==> src/rtl/alu_serial_ctrl.sv <==
// alu_serial_ctrl: bit-serial sequencer feeding a combinational 1-bit ALU slice.
// Streams WIDTH-bit operands LSB-first through the slice, registers the carry
// between bits and collects the result word, reported with a one-cycle done.
// Optional feature macro: ALU_SERIAL_OVF_EN (signed add overflow flag on ovf).
module alu_serial_ctrl #(
   parameter int unsigned WIDTH = 8
) (
   input  logic             CLK,
   input  logic             RESET,
   input  logic             start,
   input  logic [2:0]       mode,
   input  logic [WIDTH-1:0] opa,
   input  logic [WIDTH-1:0] opb,
   input  logic             cin,
   output logic [7:0]       decoder_x,
   output logic             A_bit,
   output logic             B_bit,
   output logic             C_in_bit,
   input  logic             X_bit,
   input  logic             C_out_bit,
   output logic             busy,
   output logic             done,
   output logic [WIDTH-1:0] result,
   output logic             carry,
   output logic             err,
   output logic             ovf
);

   localparam int unsigned CNT_W    = (WIDTH > 1) ? $clog2(WIDTH) : 1;
   localparam logic [2:0]  MODE_ADD = 3'd0;
   localparam logic [2:0]  MODE_MAX = 3'd4;

   typedef enum logic [1:0] {IDLE, SHIFT, DONE} state_t;

   state_t             state_q, state_nx;
   logic [WIDTH-1:0]   opa_sh, opb_sh;
   logic [CNT_W-1:0]   cnt_q;
   logic [2:0]         mode_q;
   logic               carry_q;
   logic               accept_c;
   logic               mode_ok_c;
   logic               last_c;

   assign accept_c  = (state_q == IDLE) && start;
   assign mode_ok_c = (mode <= MODE_MAX);
   assign last_c    = (state_q == SHIFT) && (cnt_q == CNT_W'(WIDTH - 1));

   // Slice operand bits come straight from the shift-register LSBs.
   assign A_bit    = opa_sh[0];
   assign B_bit    = opb_sh[0];
   assign C_in_bit = carry_q;

   // State register.
   always_ff @(posedge CLK) begin
      if (RESET) state_q <= IDLE;
      else       state_q <= state_nx;
   end

   // Next-state decode.
   always_comb begin
      state_nx = state_q;
      case (state_q)
         IDLE:    if (start) state_nx = mode_ok_c ? SHIFT : DONE;
         SHIFT:   if (last_c) state_nx = DONE;
         DONE:    state_nx = IDLE;
         default: state_nx = IDLE;
      endcase
   end

   // Datapath: operand capture, serial shift, result collection and status.
   always_ff @(posedge CLK) begin
      if (RESET) begin
         busy      <= 1'b0;
         done      <= 1'b0;
         opa_sh    <= '0;
         opb_sh    <= '0;
         cnt_q     <= '0;
         mode_q    <= '0;
         carry_q   <= 1'b0;
         decoder_x <= '0;
         result    <= '0;
         carry     <= 1'b0;
         err       <= 1'b0;
      end else begin
         busy <= (state_nx != IDLE);
         done <= (state_nx == DONE);
         case (state_q)
            IDLE: begin
               if (accept_c) begin
                  mode_q <= mode;
                  cnt_q  <= '0;
                  result <= '0;
                  carry  <= 1'b0;
                  if (mode_ok_c) begin
                     opa_sh    <= opa;
                     opb_sh    <= opb;
                     carry_q   <= (mode == MODE_ADD) ? cin : 1'b0;
                     decoder_x <= 8'd1 << mode;
                     err       <= 1'b0;
                  end else begin
                     opa_sh    <= '0;
                     opb_sh    <= '0;
                     carry_q   <= 1'b0;
                     decoder_x <= '0;
                     err       <= 1'b1;
                  end
               end
            end
            SHIFT: begin
               opa_sh  <= opa_sh >> 1;
               opb_sh  <= opb_sh >> 1;
               result  <= {X_bit, result[WIDTH-1:1]};
               carry_q <= C_out_bit;
               if (last_c) carry <= (mode_q == MODE_ADD) && C_out_bit;
               else        cnt_q <= cnt_q + CNT_W'(1);
            end
            DONE: begin
               carry_q <= 1'b0;
            end
            default: ;
         endcase
      end
   end

`ifdef ALU_SERIAL_OVF_EN
   // Overflow: carry into the MSB (C_in_bit on the final step) XOR carry out of it.
   always_ff @(posedge CLK) begin
      if (RESET)         ovf <= 1'b0;
      else if (accept_c) ovf <= 1'b0;
      else if (last_c)   ovf <= (mode_q == MODE_ADD) && (carry_q ^ C_out_bit);
   end
`else
   assign ovf = 1'b0;
`endif

endmodule

==> config.mk <==
export PLATFORM = sky130hd
export DESIGN_NAME = alu_serial_ctrl
export DESIGN_NICKNAME = d
export VERILOG_FILES = /design/src/rtl/alu_serial_ctrl.sv
export SDC_FILE = /design/constraint.sdc
export NUM_CORES = 1
export LEC_CHECK = 0
export CAP_MARGIN = 20
export CORE_ASPECT_RATIO = 2
export CORE_MARGIN = 2
export CORE_UTILIZATION = 45
export DETAILED_ROUTE_END_ITERATION = 7
export PLACE_DENSITY = 0.78
export SYNTH_ARGS = -nofsm -noshare
export SYNTH_HDL_FRONTEND = slang
export SYNTH_SLANG_ARGS = --single-unit
==> constraint.sdc <==
create_clock -name CLK -period 2.5 [get_ports CLK]
set_input_delay 0.375 -clock CLK [delete_from_list [all_inputs] [get_ports CLK]]
set_output_delay 0.375 -clock CLK [all_outputs]
set_load 0.03 [all_outputs]
==> results.tsv, run 1 <==
metric	value	unit
mux share of post-synthesis cell area	2.23	%
WS Path Type	register to register	
DIE HEIGHT	97.4	µm
reg-to-reg endpoint	opb_sh[5]$_SDFFE_PP0P_	
# Max-Cap Violations	0	
arrival time of the worst setup path	2.17	ns
Synth Register Bits	45	
setup slack, reg-to-reg	0.55	ns
Vias	1774	
Hold Path Depth	2	
Buf/Inv on CP	2	
diode count	0	
Worst Hold Class	register to register	
Worst path max stage delay	0.49	ns
initial antenna violation count	0	
number of global-route vias before repair	1624	
Boundary Pins	49	
Sink Count	45	
# rows	34	
asr flop ratio synth	0	%
sequential area share after synthesis	45.9	%
worst hold slack	0.461	ns
Initial Util	46.2	%
Synth Instances	229	
DPL Wire Length	2.97	mm
grt ovf	0	
Least-Margin Pin Slew	0.589	ns
skew final	0.00757	ns
r2r worst-path depth	6	
complex-gate fraction of the synthesized area	23.0	%
Post-Synth XOR/XNOR Area	0	%
layout cells sized above 1	6.34	%
DRT antenna net count	0	
Resized Gates After CTS	0	
commonest non-fill, non-tap cell in the layout	clkdlybuf4s50_1	
hold path endpoint	decoder_x[4]$_SDFFE_PP0P_	
RSZ-0062 raised after global routing	false	
setup TNS	0	ns
number of vias per cell	5.51	
Synth top area share	45.9	%
CP top delay family	multiplexers	
Slew Viols, Final	0	
IO Port Bufs	47	
Final Critical Period	1.95	ns
CTS tree	yes	
Top Metal Used	met4	
Post-synth EDFFs	0	
status	complete, no violations	
startpoint type of the worst setup path	register	
Iter 0 DRT Violations	47	
slowest stage cell, crit path	mux2i_4	
worst-path fanout max	16	
Die Wd	50.7	µm
Routed WL	4.36	mm
Post-CTS Repair Setup Buffers	0	
crit share post-route	78.2	%
Achievable Freq	512	MHz
CTS clk-pin slew, worst paths	0.09	ns
Slew headroom	60.7	%
Yosys Warn Count	0	
crit path cell chain	inv_1, ha_1, mux2i_4, buf_4, a21oi_1, a21oi_1	
H-tree Lvls	2	
core area	4250	µm²
worst r2r src	state_q[1]$_SDFF_PP0_	
fin nets	297	
Max rail drop VDD	0.461	mV
Crit. Startpoint	state_q[1]$_SDFF_PP0_	
largest net degree at the start of global routing	40	
cell taking the most area after synthesis	dfxtp_1	
Final Setup Violations	0	
# DRC	0	
Worst Path Required	2.72	ns
Post-Synth Simple-Gate Area	20.1	%
WL met1	1.96	mm
Longest Clk Path Bufs	2	
gpl congestion	0.831	
Main synth FF type	dfxtp_1	
Avg Cell Area, Syn	8.58	µm²
Post-Synth Adder-Cell Area	3.18	%
first-pass GRT wire length	7.31	mm
Leak	0.935	nW
CP Capture Type	register	
CTS buffer count	5	
pwr dens	611	nW/µm²
area growth from synthesis to layout	29.4	%
ranking of synthesized cells by area	dfxtp_1 (46%), a21oi_1 (11%), nand3b_1 (5.7%), o21ai_0 (5.1%), nand2_1 (3.6%)	
Pre-Repair DR Iteration Count	4	
Hold-fix buffers, CTS	0	
Worst path most repeated cell	a21oi_1	
Avg WL per Cell	13.5	µm
count of cell types in the netlist	36	
root buffer cell	clkbuf_8	
DR WL met3	213	µm
die area	4940	µm²
clk_lat worst skew	0.30	ns
largest family of logic cells by synthesized area	compound AO/OA/AOI/OAI gates	
commonest cells after routing, fill and taps aside	clkdlybuf4s50_1 (47), dfxtp_1 (45), a21oi_1 (44), o21ai_0 (20), nand2_1 (19)	
synthesized area	1960	µm²
syn nets	259	
metal2 WL	2.12	mm
final hold violations	0	
worst hold start	decoder_x[4]$_SDFFE_PP0P_	
Total GRT Usage	18.6	%
## synth_stat cells (2+ instances only)
cell and n:
inv_1 4, buf_4 2, nand2_1 19, buf_2 6
nor2b_1 3, a32oi_1 8, o21ai_0 20, o31ai_1 2
nor3_1 2, ha_1 5, clkbuf_1 11, nand4b_1 3
a22oi_1 2, a21oi_1 44, or4b_1 2, nor2_1 11
and3_1 4, nand3_1 5, nand3b_1 15, dfxtp_1 45
## cell type report
| cell class | instances | area [µm²] |
|---|---|---|
| clock buffers | 7 | 96.3 |
| well taps | 54 | 67.6 |
| clock inverters | 1 | 5.00 |
| multi-input cells | 160 | 957 |
| repair buffers | 51 | 500 |
| fillers | 393 | 1710 |
| flip-flops and latches | 45 | 901 |
| inverters | 4 | 15.0 |
## state kept, by name, summed over array words and instances (netlist names)
signal / count
opb_sh: 8
carry: 1
err: 1
state_q: 2
decoder_x: 8
cnt_q: 3
busy: 1
result: 8
mode_q: 3
opa_sh: 8
done: 1
C_in_bit: 1
## layer usage
layer,track usage [%],vias to the layer above
met5,0,-
met4,6.86,0
met3,4.31,7
met2,30.5,49
met1,23.4,829
li1,-,889
## per-stage QoR
step | utilization, % | setup WS [ns] | instance area, µm² | power, mW | instances
2_1_floorplan | - | 0.913 | 1960 | 0.981 | 229
5_1_grt | 59.8 | 0.412 | 2540 | 1.62 | 322
3_5_place_dp | 57.4 | 0.495 | 2440 | 1.08 | 314
6_report | 59.8 | 0.546 | 2540 | 1.55 | 322
4_1_cts | 59.8 | 0.539 | 2540 | 1.57 | 322
3_3_place_gp | 57.4 | 0.567 | 2440 | 1.07 | 314
## power breakdown
group	leakage [nW]	switching (mW)	internal [mW]
registers	0.368	0.0228	0.758
logic	0.513	0.161	0.123
clock network	0.0542	0.239	0.250
## worst max path at each step
stage	endpoint	slack, ns	depth (start not counted)
finish	opb_sh[5]$_SDFFE_PP0P_	0.55	6
detailed placement	opb_sh[5]$_SDFFE_PP0P_	0.50	4
floorplan	opa_sh[0]$_SDFFE_PP0P_	0.91	7
global placement	decoder_x[1]$_SDFFE_PP0P_	0.57	4
global route	opb_sh[5]$_SDFFE_PP0P_	0.41	6
CTS	opb_sh[5]$_SDFFE_PP0P_	0.54	6
## worst min-delay path, delay by kind of cell (launching register included)
| kind | cells | cell delay (ns) |
|---|---|---|
| flops | 1 | 0.31 |
| simple gates | 1 | 0.05 |
| compound gates | 1 | 0.05 |
## kinds of logic (layout without fill, tap and decap cells)
| logic type | Yosys count | count (layout) |
|---|---|---|
| buffers and inverters | 24 | 63 |
| other | 1 | 1 |
| AND/OR/NAND/NOR | 71 | 71 |
| flip-flops | 45 | 45 |
| adder cells (fa/ha/maj) | 5 | 5 |
| AO/OA/AOI/OAI | 80 | 80 |
| multiplexers | 3 | 3 |
Note: power is estimated with default switching activity, not from simulation.
==> run 2, diff against run 1 <==
==> constraint.sdc (replaced) <==
create_clock -name CLK -period 2 [get_ports CLK]
set_input_delay 0.3 -clock CLK [delete_from_list [all_inputs] [get_ports CLK]]
set_output_delay 0.3 -clock CLK [all_outputs]
set_load 0.03 [all_outputs]
==> run 2 against run 1 <==
  * Largest cell class unchanged
  * Die area stayed put
  * Sequential cell count unchanged
  * Clock power is 19% higher
  * Worst hold slack hardly changed
  * Count of clock-buffer cells in the layout decreased by 1
  * Final cell count increased by 0.62%
  * Cell area grew 0.89%
  * Sequential power up 25%
  * Sequential share of layout area is 0.31 points lower
  * Worst setup slack worse by 0.34 ns
  * Maximum frequency up 9.1%
  * Critical path type unchanged
  * Combinational power is 30% higher
  * Largest power group unchanged
==> results.tsv, run 2 (same netlist as run 1, synthesis figures left out) <==
metric	value	unit
CP Capture Type	register	
placed insts	316	
CTS buffer count	5	
Iter 0 DRT Violations	44	
Slew headroom	59.9	%
Initial Util	46.2	%
initial antenna violation count	0	
Pre-Repair DR Iteration Count	5	
status	complete, no violations	
crit share post-route	89.6	%
skew final	0.0111	ns
# DRC	0	
Hold-fix buffers, CTS	0	
Resized Gates After CTS	0	
Worst Hold Class	register to register	
CTS clk-pin slew, worst paths	0.09	ns
clk_lat worst skew	0.29	ns
fin nets	299	
Worst Path Required	2.18	ns
IO Port Bufs	47	
Buf/Inv on CP	1	
largest net degree at the start of global routing	41	
area growth from synthesis to layout	30.6	%
Avg WL per Cell	13.6	µm
DPL Wire Length	3.04	mm
r2r worst-path depth	5	
Layout Cells excl Fill	324	
gpl congestion	0.808	
Slew Viols, Final	0	
core area	4250	µm²
layout cells sized above 1	7.04	%
number of global-route vias before repair	1695	
Boundary Pins	49	
H-tree Lvls	2	
commonest cells after routing, fill and taps aside	clkdlybuf4s50_1 (47), dfxtp_1 (45), a21oi_1 (44), o21ai_0 (20), nand2_1 (19)	
root buffer cell	clkbuf_8	
startpoint type of the worst setup path	register	
RSZ-0062 raised after global routing	false	
Crit. path cell count	5	
Die Wd	50.7	µm
Post-CTS Repair Setup Buffers	0	
grt ovf	0	
worst hold slack	0.460	ns
die area	4940	µm²
setup TNS	0	ns
Routed WL	4.41	mm
final hold violations	0	
Max rail drop VDD	0.582	mV
DRT antenna net count	0	
Final Critical Period	1.79	ns
CTS tree	yes	
WS Path Type	register to register	
slowest stage cell, crit path	mux2_2	
number of vias per cell	5.54	
commonest non-fill, non-tap cell in the layout	clkdlybuf4s50_1	
pwr dens	751	nW/µm²
# rows	34	
first-pass GRT wire length	7.44	mm
worst-path fanout max	16	
# Max-Cap Violations	0	
Least-Margin Pin Slew	0.601	ns
Leak	0.946	nW
CP top delay family	multiplexers	
Total GRT Usage	19.0	%
Worst path max stage delay	0.51	ns
Sink Count	45	
DIE HEIGHT	97.4	µm
Final Setup Violations	0	
crit path cell chain	inv_1, ha_1, mux2_2, o21ai_0, a21oi_1	
Hold Path Depth	2	
Vias	1795	
setup slack, reg-to-reg	0.21	ns
Longest Clk Path Bufs	2	
diode count	0	
arrival time of the worst setup path	1.98	ns
Achievable Freq	558	MHz
==> run 2: cell count changes in the layout (fill, tap and decap cells not counted), sizes merged <==
cell    previous run  this run
clkinv             1         2
clkbuf             7         6
buf                4         6
==> run 2: final timing paths <==
path	from	endpoint
worst min-delay path	decoder_x[3]$_SDFFE_PP0P_	decoder_x[3]$_SDFFE_PP0P_
worst max register to register	state_q[1]$_SDFF_PP0_	opa_sh[1]$_SDFFE_PP0P_
worst max-delay path	state_q[1]$_SDFF_PP0_	opa_sh[1]$_SDFFE_PP0P_
worst min register to register	decoder_x[3]$_SDFFE_PP0P_	decoder_x[3]$_SDFFE_PP0P_
==> run 2: routing by layer <==
layer,part of all wire (%),vias up,global-route usage [%]
li1,-,897,-
met1,42,825,23.0
met2,50,64,31.8
met3,5.1,9,3.69
met4,2.1,0,8.52
met5,0,-,0
==> run 2: metrics by stage <==
stage	util, %	setup slack [ns]	total power [mW]	cell area, µm²
3_3_place_gp	58.0	0.237	1.35	2470
4_1_cts	60.3	0.233	1.94	2560
2_1_floorplan	-	0.413	1.23	1960
3_5_place_dp	58.0	0.191	1.36	2470
5_1_grt	60.3	0.0786	2.02	2560
6_report	60.3	0.208	1.93	2560
==> run 2: cell type report <==
cell class,instances,area [µm²]
timing repair buffer,53,528
clock inverter,2,13.8
sequential,45,901
clock buffer,6,82.6
fill,400,1690
inverter,4,15.0
tap,54,67.6
multi-input combinational,160,957
==> run 2: tightest hold or removal path, delay by kind of cell (launching register included) <==
kind | cells | cell delay [ns]
AND/OR/NAND/NOR | 1 | 0.05
AO/OA/AOI/OAI | 1 | 0.05
flip-flops | 1 | 0.32
==> run 2: power by group <==
part | leakage (nW) | internal (mW) | switching (mW) | total (mW)
Clock | 0.0512 | 0.280 | 0.302 | 0.582
Combinational | 0.527 | 0.163 | 0.204 | 0.367
Sequential | 0.368 | 0.948 | 0.0291 | 0.977
Total | 0.946 | 1.39 | 0.535 | 1.93
==> run 3, diff against run 2 <==
--- a/config.mk
+++ b/config.mk
@@ -7,10 +7,9 @@
 export LEC_CHECK = 0
 export CAP_MARGIN = 20
 export CORE_ASPECT_RATIO = 2
-export CORE_MARGIN = 2
-export CORE_UTILIZATION = 45
+export CORE_UTILIZATION = 40
 export DETAILED_ROUTE_END_ITERATION = 7
-export PLACE_DENSITY = 0.78
+export PLACE_DENSITY = 0.71
 export SYNTH_ARGS = -nofsm -noshare
 export SYNTH_HDL_FRONTEND = slang
 export SYNTH_SLANG_ARGS = --single-unit
==> run 3 against run 2 <==
  * Final cell count up 0.31%
  * Sequential cell count did not move
  * Combinational power barely moved
  * Wire length grew 1.3%
  * Utilization down 4.7 points
  * Critical path depth unchanged
  * Sequential share of layout area shrank 0.22 points
==> results.tsv, run 3 (same netlist as run 1, synthesis figures left out) <==
metric	value	unit
status	complete, no violations	
commonest non-fill, non-tap cell in the layout	clkdlybuf4s50_1	
skew final	0.00990	ns
Max rail drop VDD	0.645	mV
pwr dens	778	nW/µm²
Pre-Repair DR Iteration Count	4	
grt ovf	0	
root buffer cell	clkbuf_8	
CP Capture Type	register	
# rows	35	
crit share post-route	88.6	%
diode count	0	
commonest cells after routing, fill and taps aside	clkdlybuf4s50_1 (47), dfxtp_1 (45), a21oi_1 (44), o21ai_0 (20), nand2_1 (19)	
DPL Wire Length	3.09	mm
H-tree Lvls	2	
Worst Path Required	2.23	ns
Post-CTS Repair Setup Buffers	0	
Iter 0 DRT Violations	26	
IO Port Bufs	47	
Final Setup Violations	0	
Resized Gates After CTS	0	
Vias	1816	
Initial Util	42.3	%
CTS buffer count	5	
Least-Margin Pin Slew	0.622	ns
largest net degree at the start of global routing	33	
area growth from synthesis to layout	31.4	%
number of vias per cell	5.59	
Sink Count	45	
initial antenna violation count	0	
Layout Cells excl Fill	325	
fin nets	300	
gpl congestion	0.788	
Final Critical Period	1.77	ns
layout cells sized above 1	7.04	%
Slew headroom	58.5	%
Worst Hold Class	register to register	
DIE HEIGHT	101	µm
CTS tree	yes	
CTS clk-pin slew, worst paths	0.09	ns
DRT antenna net count	0	
Leak	0.954	nW
RSZ-0062 raised after global routing	false	
core area	4640	µm²
Routed WL	4.47	mm
Hold-fix buffers, CTS	0	
WS Path Type	register to register	
Boundary Pins	49	
die area	5210	µm²
Longest Clk Path Bufs	2	
Die Wd	51.6	µm
# DRC	0	
fill count	460	
clk_lat worst skew	0.30	ns
setup TNS	0	ns
Total GRT Usage	18.6	%
Pwr Total	2.01	mW
Achievable Freq	565	MHz
Slew Viols, Final	0	
first-pass GRT wire length	7.31	mm
final hold violations	0	
# Max-Cap Violations	0	
arrival time of the worst setup path	2.00	ns
startpoint type of the worst setup path	register	
placed insts	318	
worst-path fanout max	10	
number of global-route vias before repair	1722	
Avg WL per Cell	13.8	µm
## run 3: cell count changes in the layout (fill, tap and decap cells not counted)
cell and delta:
bufinv_16 +1, buf_4 +1, clkinv_4 -1, clkbuf_8 -1
## run 3: final timing paths
check	start	to	depth (start not counted)	slack, ns
hold reg to reg	decoder_x[4]$_SDFFE_PP0P_	decoder_x[4]$_SDFFE_PP0P_	2	0.46
setup reg to reg	state_q[1]$_SDFF_PP0_	decoder_x[1]$_SDFFE_PP0P_	5	0.23
setup / recovery	state_q[1]$_SDFF_PP0_	decoder_x[1]$_SDFFE_PP0P_	5	0.23
hold / removal	decoder_x[4]$_SDFFE_PP0P_	decoder_x[4]$_SDFFE_PP0P_	2	0.46
## run 3: worst max-delay path, stage by stage, from the launching register on
cell and delay [ns]:
dfxtp_1 0.37, inv_1 0.09, ha_1 0.38, nand2_2 0.20, or4b_1 0.50, a21oi_1 0.15
## run 3: report_power, final
part | switching (mW) | internal [mW] | total (mW)
Clock | 0.299 | 0.363 | 0.662
Sequential | 0.0284 | 0.948 | 0.977
Combinational | 0.204 | 0.165 | 0.369
## run 3: routing by layer
layer	part of all wire [%]	GRT usage (%)	up-vias	routed length, µm
met5	0	0	-	0
met1	39	18.4	872	1730
met3	3.5	3.77	9	158
met4	2.5	8.73	0	110
met2	55	35.1	44	2470
li1	-	-	891	-
## run 3: per-stage QoR
| stage | setup WS [ns] | utilization, % | area (µm²) | hold WS [ns] |
|---|---|---|---|---|
| 3_5_place_dp | 0.250 | 53.4 | 2480 | 0.450 |
| 3_3_place_gp | 0.296 | 53.4 | 2480 | 0.446 |
| 2_1_floorplan | 0.413 | - | 1960 | 0.436 |
| 6_report | 0.229 | 55.6 | 2580 | 0.463 |
| 4_1_cts | 0.212 | 55.6 | 2580 | 0.461 |
| 5_1_grt | 0.0744 | 55.6 | 2580 | 0.483 |
## run 3: final cells by class
class / count / area, µm² / share of cell area (%)
multi-input cells: 160 / 957 / 37.1
inverters: 4 / 15.0 / 0.582
clock inverters: 2 / 35.0 / 1.36
clock buffers: 5 / 68.8 / 2.67
well taps: 55 / 68.8 / 2.67
flip-flops and latches: 45 / 901 / 34.9
repair buffers: 54 / 536 / 20.7
